<file path="src/rtl/rsa_spi_pkg.sv">
// rtl/rsa_spi_pkg.sv - shared constants for the RSA SPI register master
package rsa_spi_pkg;

  // Command byte layout: write flag in the MSB, register address in the low bits
  localparam int CMD_W      = 8;
  localparam int CMD_WR_BIT = 7;

  // Frame sequencer states
  typedef logic [2:0] state_t;
  localparam state_t ST_IDLE  = 3'd0;
  localparam state_t ST_SETUP = 3'd1;
  localparam state_t ST_SHIFT = 3'd2;
  localparam state_t ST_HOLD  = 3'd3;
  localparam state_t ST_GAP   = 3'd4;

  // RSA register bank map
  localparam logic [2:0] ADDR_STATUS  = 3'd0;
  localparam logic [2:0] ADDR_ACTIONS = 3'd1;
  localparam logic [2:0] ADDR_P       = 3'd2;
  localparam logic [2:0] ADDR_E       = 3'd3;
  localparam logic [2:0] ADDR_M       = 3'd4;
  localparam logic [2:0] ADDR_CONST   = 3'd5;
  localparam logic [2:0] ADDR_C       = 3'd6;
  localparam logic [2:0] ADDR_SPARE   = 3'd7;

  // Build the command byte from the write flag and a zero-extended address
  function automatic logic [CMD_W-1:0] build_cmd(input logic write, input logic [6:0] addr7);
    logic [CMD_W-1:0] c;
    c             = {1'b0, addr7};
    c[CMD_WR_BIT] = write;
    return c;
  endfunction

endpackage

</file>
<file path="src/rtl/spim_baud_gen.sv">
// rtl/spim_baud_gen.sv - SCLK half-period counter, ticks on the last clk of each half period
module spim_baud_gen #(
  parameter int CLK_DIV = 2
) (
  input  logic                       clk,
  input  logic                       rstb,
  input  logic                       ena,
  input  logic                       run,
  output logic                       tick,
  output logic [$clog2(CLK_DIV)-1:0] cnt
);

  localparam int                 CNT_W = $clog2(CLK_DIV);
  localparam logic [CNT_W-1:0]   LAST  = CNT_W'(CLK_DIV - 1);

  logic [CNT_W-1:0] cnt_d, cnt_q;

  // Count 0..CLK_DIV-1 while a frame runs; parked at zero when idle, frozen when disabled
  always_comb begin
    cnt_d = cnt_q;
    if (ena) begin
      if (!run || cnt_q == LAST) cnt_d = '0;
      else                       cnt_d = cnt_q + CNT_W'(1);
    end
  end

  // Counter register
  always_ff @(posedge clk or negedge rstb) begin
    if (!rstb) cnt_q <= '0;
    else       cnt_q <= cnt_d;
  end

  assign tick = ena & run & (cnt_q == LAST);
  assign cnt  = cnt_q;

endmodule

</file>
<file path="src/rtl/spi_reg_master.sv">
// rtl/spi_reg_master.sv - mode-0 SPI initiator for single-register RSA bank frames (option: SPIM_MISO_SYNC_EN)
module spi_reg_master #(
  parameter int REG_W   = 8,
  parameter int ADDR_W  = 3,
  parameter int CLK_DIV = 2
) (
  input  logic              clk,
  input  logic              rstb,
  input  logic              ena,
  input  logic              cmd_valid,
  output logic              cmd_ready,
  input  logic              cmd_write,
  input  logic [ADDR_W-1:0] cmd_addr,
  input  logic [REG_W-1:0]  cmd_wdata,
  output logic              rsp_valid,
  output logic [REG_W-1:0]  rsp_rdata,
  output logic              spi_cs_n,
  output logic              spi_clk,
  output logic              spi_mosi,
  input  logic              spi_miso
);

  import rsa_spi_pkg::*;

  localparam int FRAME_W = CMD_W + REG_W;
  localparam int BIT_W   = $clog2(FRAME_W);
  localparam int CNT_W   = $clog2(CLK_DIV);

  logic             tick;
  logic [CNT_W-1:0] phase_cnt;
  logic             miso_s;

`ifdef SPIM_MISO_SYNC_EN
  // Synchronised MISO lags by two clks, so capture two clks into the high phase
  localparam logic [CNT_W-1:0] SAMPLE_CNT = CNT_W'(2);
  logic [1:0] sync_d, sync_q;

  // Two-flop MISO synchroniser, free running
  always_comb sync_d = {sync_q[0], spi_miso};

  // Synchroniser registers
  always_ff @(posedge clk or negedge rstb) begin
    if (!rstb) sync_q <= '0;
    else       sync_q <= sync_d;
  end

  assign miso_s = sync_q[1];
`else
  // MISO captured directly in the first clk of the SCLK high phase
  localparam logic [CNT_W-1:0] SAMPLE_CNT = '0;
  assign miso_s = spi_miso;
`endif

  state_t              state_d, state_q;
  logic                cs_n_d, cs_n_q;
  logic                sclk_d, sclk_q;
  logic                mosi_d, mosi_q;
  logic [FRAME_W-2:0]  tx_d, tx_q;
  logic [BIT_W-1:0]    bit_d, bit_q;
  logic [REG_W-1:0]    rx_d, rx_q;
  logic                rsp_valid_d, rsp_valid_q;
  logic [REG_W-1:0]    rsp_rdata_d, rsp_rdata_q;
  logic [FRAME_W-1:0]  frame;
  logic                accept;
  logic                sample_en;

  spim_baud_gen #(.CLK_DIV(CLK_DIV)) u_baud (
    .clk  (clk),
    .rstb (rstb),
    .ena  (ena),
    .run  (state_q != ST_IDLE),
    .tick (tick),
    .cnt  (phase_cnt)
  );

  assign cmd_ready = ena & (state_q == ST_IDLE);
  assign accept    = cmd_valid & cmd_ready;
  assign frame     = {build_cmd(cmd_write, 7'(cmd_addr)), (cmd_write ? cmd_wdata : {REG_W{1'b0}})};
  assign sample_en = ena & (state_q == ST_SHIFT) & sclk_q & (phase_cnt == SAMPLE_CNT);

  // Frame sequencer: every phase advances on a baud tick, so ena=0 freezes everything
  always_comb begin
    state_d     = state_q;
    cs_n_d      = cs_n_q;
    sclk_d      = sclk_q;
    mosi_d      = mosi_q;
    tx_d        = tx_q;
    bit_d       = bit_q;
    rx_d        = rx_q;
    rsp_valid_d = ena ? 1'b0 : rsp_valid_q;
    rsp_rdata_d = rsp_rdata_q;
    case (state_q)
      ST_IDLE: begin
        if (accept) begin
          state_d = ST_SETUP;
          cs_n_d  = 1'b0;
          mosi_d  = frame[FRAME_W-1];
          tx_d    = frame[FRAME_W-2:0];
          bit_d   = BIT_W'(FRAME_W - 1);
        end
      end
      ST_SETUP: begin
        if (tick) begin
          state_d = ST_SHIFT;
          sclk_d  = 1'b1;
        end
      end
      ST_SHIFT: begin
        // Only the last REG_W samples survive; command-phase bits fall off the top
        if (sample_en) rx_d = {rx_q[REG_W-2:0], miso_s};
        if (tick) begin
          if (sclk_q) begin
            sclk_d = 1'b0;
            if (bit_q != '0) begin
              mosi_d = tx_q[FRAME_W-2];
              tx_d   = {tx_q[FRAME_W-3:0], 1'b0};
            end
          end else if (bit_q == '0) begin
            state_d = ST_HOLD;
          end else begin
            bit_d  = bit_q - BIT_W'(1);
            sclk_d = 1'b1;
          end
        end
      end
      ST_HOLD: begin
        if (tick) begin
          state_d     = ST_GAP;
          cs_n_d      = 1'b1;
          mosi_d      = 1'b0;
          rsp_valid_d = 1'b1;
          rsp_rdata_d = rx_q;
        end
      end
      ST_GAP: begin
        if (tick) state_d = ST_IDLE;
      end
      default: state_d = ST_IDLE;
    endcase
  end

  // Sequencer and output registers
  always_ff @(posedge clk or negedge rstb) begin
    if (!rstb) begin
      state_q     <= ST_IDLE;
      cs_n_q      <= 1'b1;
      sclk_q      <= 1'b0;
      mosi_q      <= 1'b0;
      tx_q        <= '0;
      bit_q       <= '0;
      rx_q        <= '0;
      rsp_valid_q <= 1'b0;
      rsp_rdata_q <= '0;
    end else begin
      state_q     <= state_d;
      cs_n_q      <= cs_n_d;
      sclk_q      <= sclk_d;
      mosi_q      <= mosi_d;
      tx_q        <= tx_d;
      bit_q       <= bit_d;
      rx_q        <= rx_d;
      rsp_valid_q <= rsp_valid_d;
      rsp_rdata_q <= rsp_rdata_d;
    end
  end

  assign spi_cs_n  = cs_n_q;
  assign spi_clk   = sclk_q;
  assign spi_mosi  = mosi_q;
  assign rsp_valid = rsp_valid_q;
  assign rsp_rdata = rsp_rdata_q;

endmodule
</file>
<file path="config.mk">
export PLATFORM = sky130hd
export DESIGN_NAME = spi_reg_master
export DESIGN_NICKNAME = d
export VERILOG_FILES = /design/src/rtl/rsa_spi_pkg.sv /design/src/rtl/spim_baud_gen.sv /design/src/rtl/spi_reg_master.sv
export SDC_FILE = /design/constraint.sdc
export NUM_CORES = 1
export LEC_CHECK = 0
export CAP_MARGIN = 20
export CORE_MARGIN = 2
export CORE_UTILIZATION = 35
export DETAILED_ROUTE_END_ITERATION = 7
export GPL_ROUTABILITY_DRIVEN = 0
export PLACE_DENSITY_LB_ADDON = 0.3
export SYNTH_ARGS = -nofsm -noshare
export SYNTH_HDL_FRONTEND = slang
export SYNTH_SLANG_ARGS = --single-unit
export TNS_END_PERCENT = 100
</file>
<file path="constraint.sdc">
create_clock -name clk -period 3 [get_ports clk]
set_input_delay 0.6 -clock clk [delete_from_list [all_inputs] [get_ports clk]]
set_output_delay 0.6 -clock clk [all_outputs]
set_load 0.01 [all_outputs]
</file>
Word-level counts from Yosys, hierarchy flattened --
Cells that the tools add are included.
Word-level totals: bits in registers 43, output and inout bits 13, input port bits 17
Cells by class: $add $sub $neg 2, bitwise logic cells 8, multiplexer cells 36, reductions and logical operators 18, equal/unequal tests 14
Operator list (number):
- two-way mux 15 bit | 4
- case mux 15 bit (2 select lines) | 1
- two-way mux 3 bit | 7
- two-way mux 4 bit | 4
- != test 2 bit (second input constant) | 8
- case mux 3 bit (5 select lines) | 1
- two-way mux 1 bit | 14
- AND reduction 5 bit | 2
- two-way mux 8 bit | 1
- case mux 4 bit (2 select lines) | 1
- AND 1 bit | 7
- AND reduction 7 bit | 1
- == test 3 x 2 -> 1 bit (second input constant) | 2
- AND reduction 3 bit | 2
- AND reduction 6 bit | 1
- nonzero test 2 bit | 3
- nonzero test 3 bit | 2
- logical NOT 4 bit | 1
- != test 2 x 1 -> 1 bit (second input constant) | 2
- case mux 1 bit (2 select lines) | 2
- AND reduction 2 bit | 2
- nonzero test 4 bit | 1
- subtractor 4 x 1 -> 4 bit (second input constant) | 1
- == test 3 x 1 -> 1 bit (second input constant) | 1
- other kinds (7) | 7

Logic depth before layout (Yosys ltp) --
depth in word-level cells 5, depth in mapped cells 7

Hierarchy --
A second synthesis with hierarchy kept.
Second synthesis, totals: cell total of the unflattened synthesis 173, area, all modules 2075.7 µm²
By module, submodules not included:
- spi_reg_master | sequential area each 1052.3 µm², instances 1, cells each 169, area an instance 2029.4 µm²
- spim_baud_gen | sequential area each 25.0 µm², instances 1, cells each 4, area an instance 46.3 µm²

Least setup slack after synthesis --
Ideal clock, no wire load.
path kind reg-to-reg, start point reg bit_q[0], end point reg tx_q[10], buffers on the path 1, required time 2875 ps, data arrival time 1970 ps, clock period less this slack 2095 ps, cell stages (with the launch flop) 8, setup slack 905 ps, library setup time 125 ps, cells stage by stage dfrtp_1 inv_1 ha_1 nor3b_1 or3b_4 a211o_4 buf_6 mux2_4
On the way: longest elaborated chain between the ends 3
Ends and longest elaborated chain:
- from (decl) | line spi_reg_master.sv:59 | logic [BIT_W-1:0] bit_d, bit_q;
- from (signal assigned) | line spi_reg_master.sv:160 | bit_q <= bit_d;
- nonzero test 4 bit | line spi_reg_master.sv:114 | if (bit_q != '0) begin
- != test 2 x 1 -> 1 bit (no line)
- AND reduction 5 bit (no line)
- to (signal assigned) | line spi_reg_master.sv:159 | tx_q <= tx_d;
- to (decl) | line spi_reg_master.sv:58 | logic [FRAME_W-2:0] tx_d, tx_q;
Every way passes these cells. A chain may end at the register's enable or synchronous reset.

Worst setup path in the final report --
start point in ena, end point out cmd_ready
On the way: longest elaborated chain between the ends 1
Ends and longest elaborated chain:
- from (decl) | line spi_reg_master.sv:9 | input logic ena,
- AND 1 bit | line spi_reg_master.sv:76 | assign cmd_ready = ena & (state_q == ST_IDLE);
- to (decl) | line spi_reg_master.sv:11 | output logic cmd_ready,
Every way passes these cells.

==> qor.txt <==
Worst Path Arrival - 2060 ps
initial antenna violation count - 0
Total Nets Final - 222
Post-synth EDFFs - 0
Leak - 0.001128 uW
Max Clk Rate - 376.2 MHz
ys async rst share - 1.000
Pre-antenna DRT Iters - 4
DIE WIDTH - 80.24 um
io pins - 30
Crit path required time - 2400 ps
VDD IR-drop max - 380.2 uV
fin. max-slew vios - 0
WS Path Type - primary input to primary output
Hold Violations, Final - 0
Mapped Area - 2034 um2
Initial Util - 0.3650
register bit total from synthesis - 43
critical path startpoint category - primary input
WL/cell - 12.66 um
ranking of synthesized cells by area - dfrtp_1 (52%), mux2_2 (14%), mux2_4 (4.4%)
Area Growth Syn to Fin - 23.31%
Synth top area share - 0.5166
Clock Skew - 3.347 ps
Non-Filler Instances - 277
Port Buffers - 29
syn avg cell area - 11.83 um2
Slew @ Worst Pin - 914.8 ps
H-Tree Depth - 2
maxcap violations - 0
via count - 1371
total track usage - 0.1186
# Post-CTS Setup Buffers - 0
die area - 6438 um2
Sw Ratio - 0.3223
Int Pwr - 1541 uW
PnR Total Power - 2274 uW
post-synthesis adder-cell area fraction - 0.006150
DP Cell Count - 269
Synth Area in Compound Gates - 0.1255
largest net degree at the start of global routing - 44
CTS tree - built
Power Density - 906.3 nW/um2
Hold WS - 428.0 ps
xor and xnor area share after synthesis - 0.004305
Crit Path Max Fanout - 4
post_cts resized - 0
DP Area - 2402 um2
detail-routed via count per cell - 4.949
Reg power frac - 0.432
Core ar. - 5574 um2
top cell type by total area after synthesis - dfrtp_1
final instance area - 2509 um2
sequential share of the synthesized area - 0.5295
RSZ-0062 raised after global routing - no
CTS hold repair buffers - 0
post-detail-place hpwl - 2456 um
Syn Nets - 190
antenna cells - 0
Switch Pwr - 732.9 uW
Total Routed Length - 3507 um
Logic pwr share - 0.374
clock share of power - 0.194
sum of negative setup slack - 0 ps
simple-gate share of the synthesized area - 0.1107
count of final setup violators - 0
final antenna-violating net count - 0
Fillers - 543
main combinational cell family by area after synthesis - multiplexers
count leader, synth - dfrtp_1
Clock Latency Late Sink - 300 ps
Period Utilization, post-route - 0.8861
CTS Buf Count - 5
Initial DRC Count - 88
layout cells sized above 1 - 0.2488
grt total ovfl - 0
CP endpoint kind - primary output
vias in the first global route - 1256
DR DRC count - 0
mux share of post-synthesis cell area - 0.1827
outcome - finished, final reports clean
Reg2Reg Depth - 6
top post-synthesis cells by count - dfrtp_1 (42), mux2_2 (25), nand2_1 (16), o21ai_0 (14), inv_1 (9)
Distinct cells, synth - 43
num rows - 27
Die Ht - 80.24 um
root buffer cell - clkbuf_8
Ys Warns - 0
Hold Path Class - primary input to asynchronous set/reset pin
Synth Flop Type - dfrtp_1
relative slew slack - 0.3901
global-route wire length before repair - 5823 um
Final Critical Period - 2658 ps
maximum root-to-sink buffer count - 2
CTS sink count - 43
Syn Inst Count - 172
CTS clk-pin slew, worst paths - 80 ps
cell families after synthesis:
kind of cell,after synthesis
XOR/XNOR,1
AND/OR/NAND/NOR,41
AO/OA/AOI/OAI,37
buffers and inverters,18
adder cells (fa/ha/maj),1
flip-flops,43
multiplexers,31
power groups by stage:
stage | sequential, uW | combinational (uW) | clock [uW]
4_1_cts | 984 | 866 | 450
2_1_floorplan | 920 | 686 | 0
5_1_grt | 1020 | 942 | 474
6_report | 981 | 851 | 441
3_5_place_dp | 992 | 866 | 0
3_3_place_gp | 991 | 850 | 0
sequential cells by signal (all words and copies together), names as in the netlist:
| register | flops |
|---|---|
| state_q | 3 |
| spi_cs_n | 1 |
| rx_q | 8 |
| spi_clk | 1 |
| u_baud.cnt | 1 |
| tx_q | 15 |
| bit_q | 4 |
| spi_mosi | 1 |
| rsp_valid | 1 |
| rsp_rdata | 8 |
per-stage QoR:
step | setup slack [ps] | utilization
2_1_floorplan | 904.5 | -
3_3_place_gp | 358.1 | 0.4310
3_5_place_dp | 341.6 | 0.4310
4_1_cts | 334.3 | 0.4501
5_1_grt | 264.0 | 0.4501
6_report | 341.6 | 0.4501
worst max-delay path, stage by stage:
cell and delay, ps:
clkdlybuf4s50_1 480, or2b_1 280, nor3_1 140, clkdlybuf4s50_1 560
area by class of cell:
| type | instances | area, um2 | share of cell area |
|---|---|---|---|
| clock buffers | 7 | 76.32 | 0.03042 |
| clock inverters | 1 | 30.03 | 0.01197 |
| inverters | 9 | 33.78 | 0.01347 |
| multi-input cells | 111 | 878.3 | 0.3501 |
| flip-flops and latches | 43 | 1077 | 0.4294 |
| well taps | 72 | 90.09 | 0.03591 |
| repair buffers | 34 | 322.8 | 0.1287 |
path summary, 6_finish.rpt:
| path | start | endpoint | slack [ps] |
|---|---|---|---|
| setup / recovery | ena | cmd_ready | 340 |
| hold / removal | rstb | rsp_rdata[0] | 430 |
| setup reg to reg | bit_q[0] | tx_q[6] | 900 |
| hold reg to reg | rsp_valid | rsp_valid | 480 |
| max in group asynchronous | rstb | bit_q[1] | 1990 |
| min in group clk | rsp_valid | rsp_valid | 480 |
cell usage in the layout, fill, tap and decap left out, types with 2 or more instances in the layout:
master / synthesis / layout
nand2_1: 16 / 16
a22o_1: 4 / 4
a21oi_1: 6 / 6
clkbuf_8: 0 / 5
nor2_1: 3 / 3
clkdlybuf4s50_1: 0 / 28
mux2_2: 25 / 25
o21ai_0: 14 / 14
nor3_1: 3 / 3
a31oi_1: 2 / 2
mux2_4: 6 / 6
inv_1: 9 / 9
nand3_1: 4 / 4
nand2b_1: 2 / 2
dfrtp_1: 42 / 42
buf_4: 2 / 5
a21o_1: 2 / 2
clkbuf_1: 4 / 2
routing by layer:
metal,wire length (um),global-route usage,part of all wire,up-vias
li1,-,-,-,686
met1,1769,0.1629,0.50,654
met2,1518,0.1683,0.43,26
met3,145,0.03820,0.041,5
met4,73,0.05593,0.021,0
met5,0,0,0,-
Power figures use the tool's default switching activity.
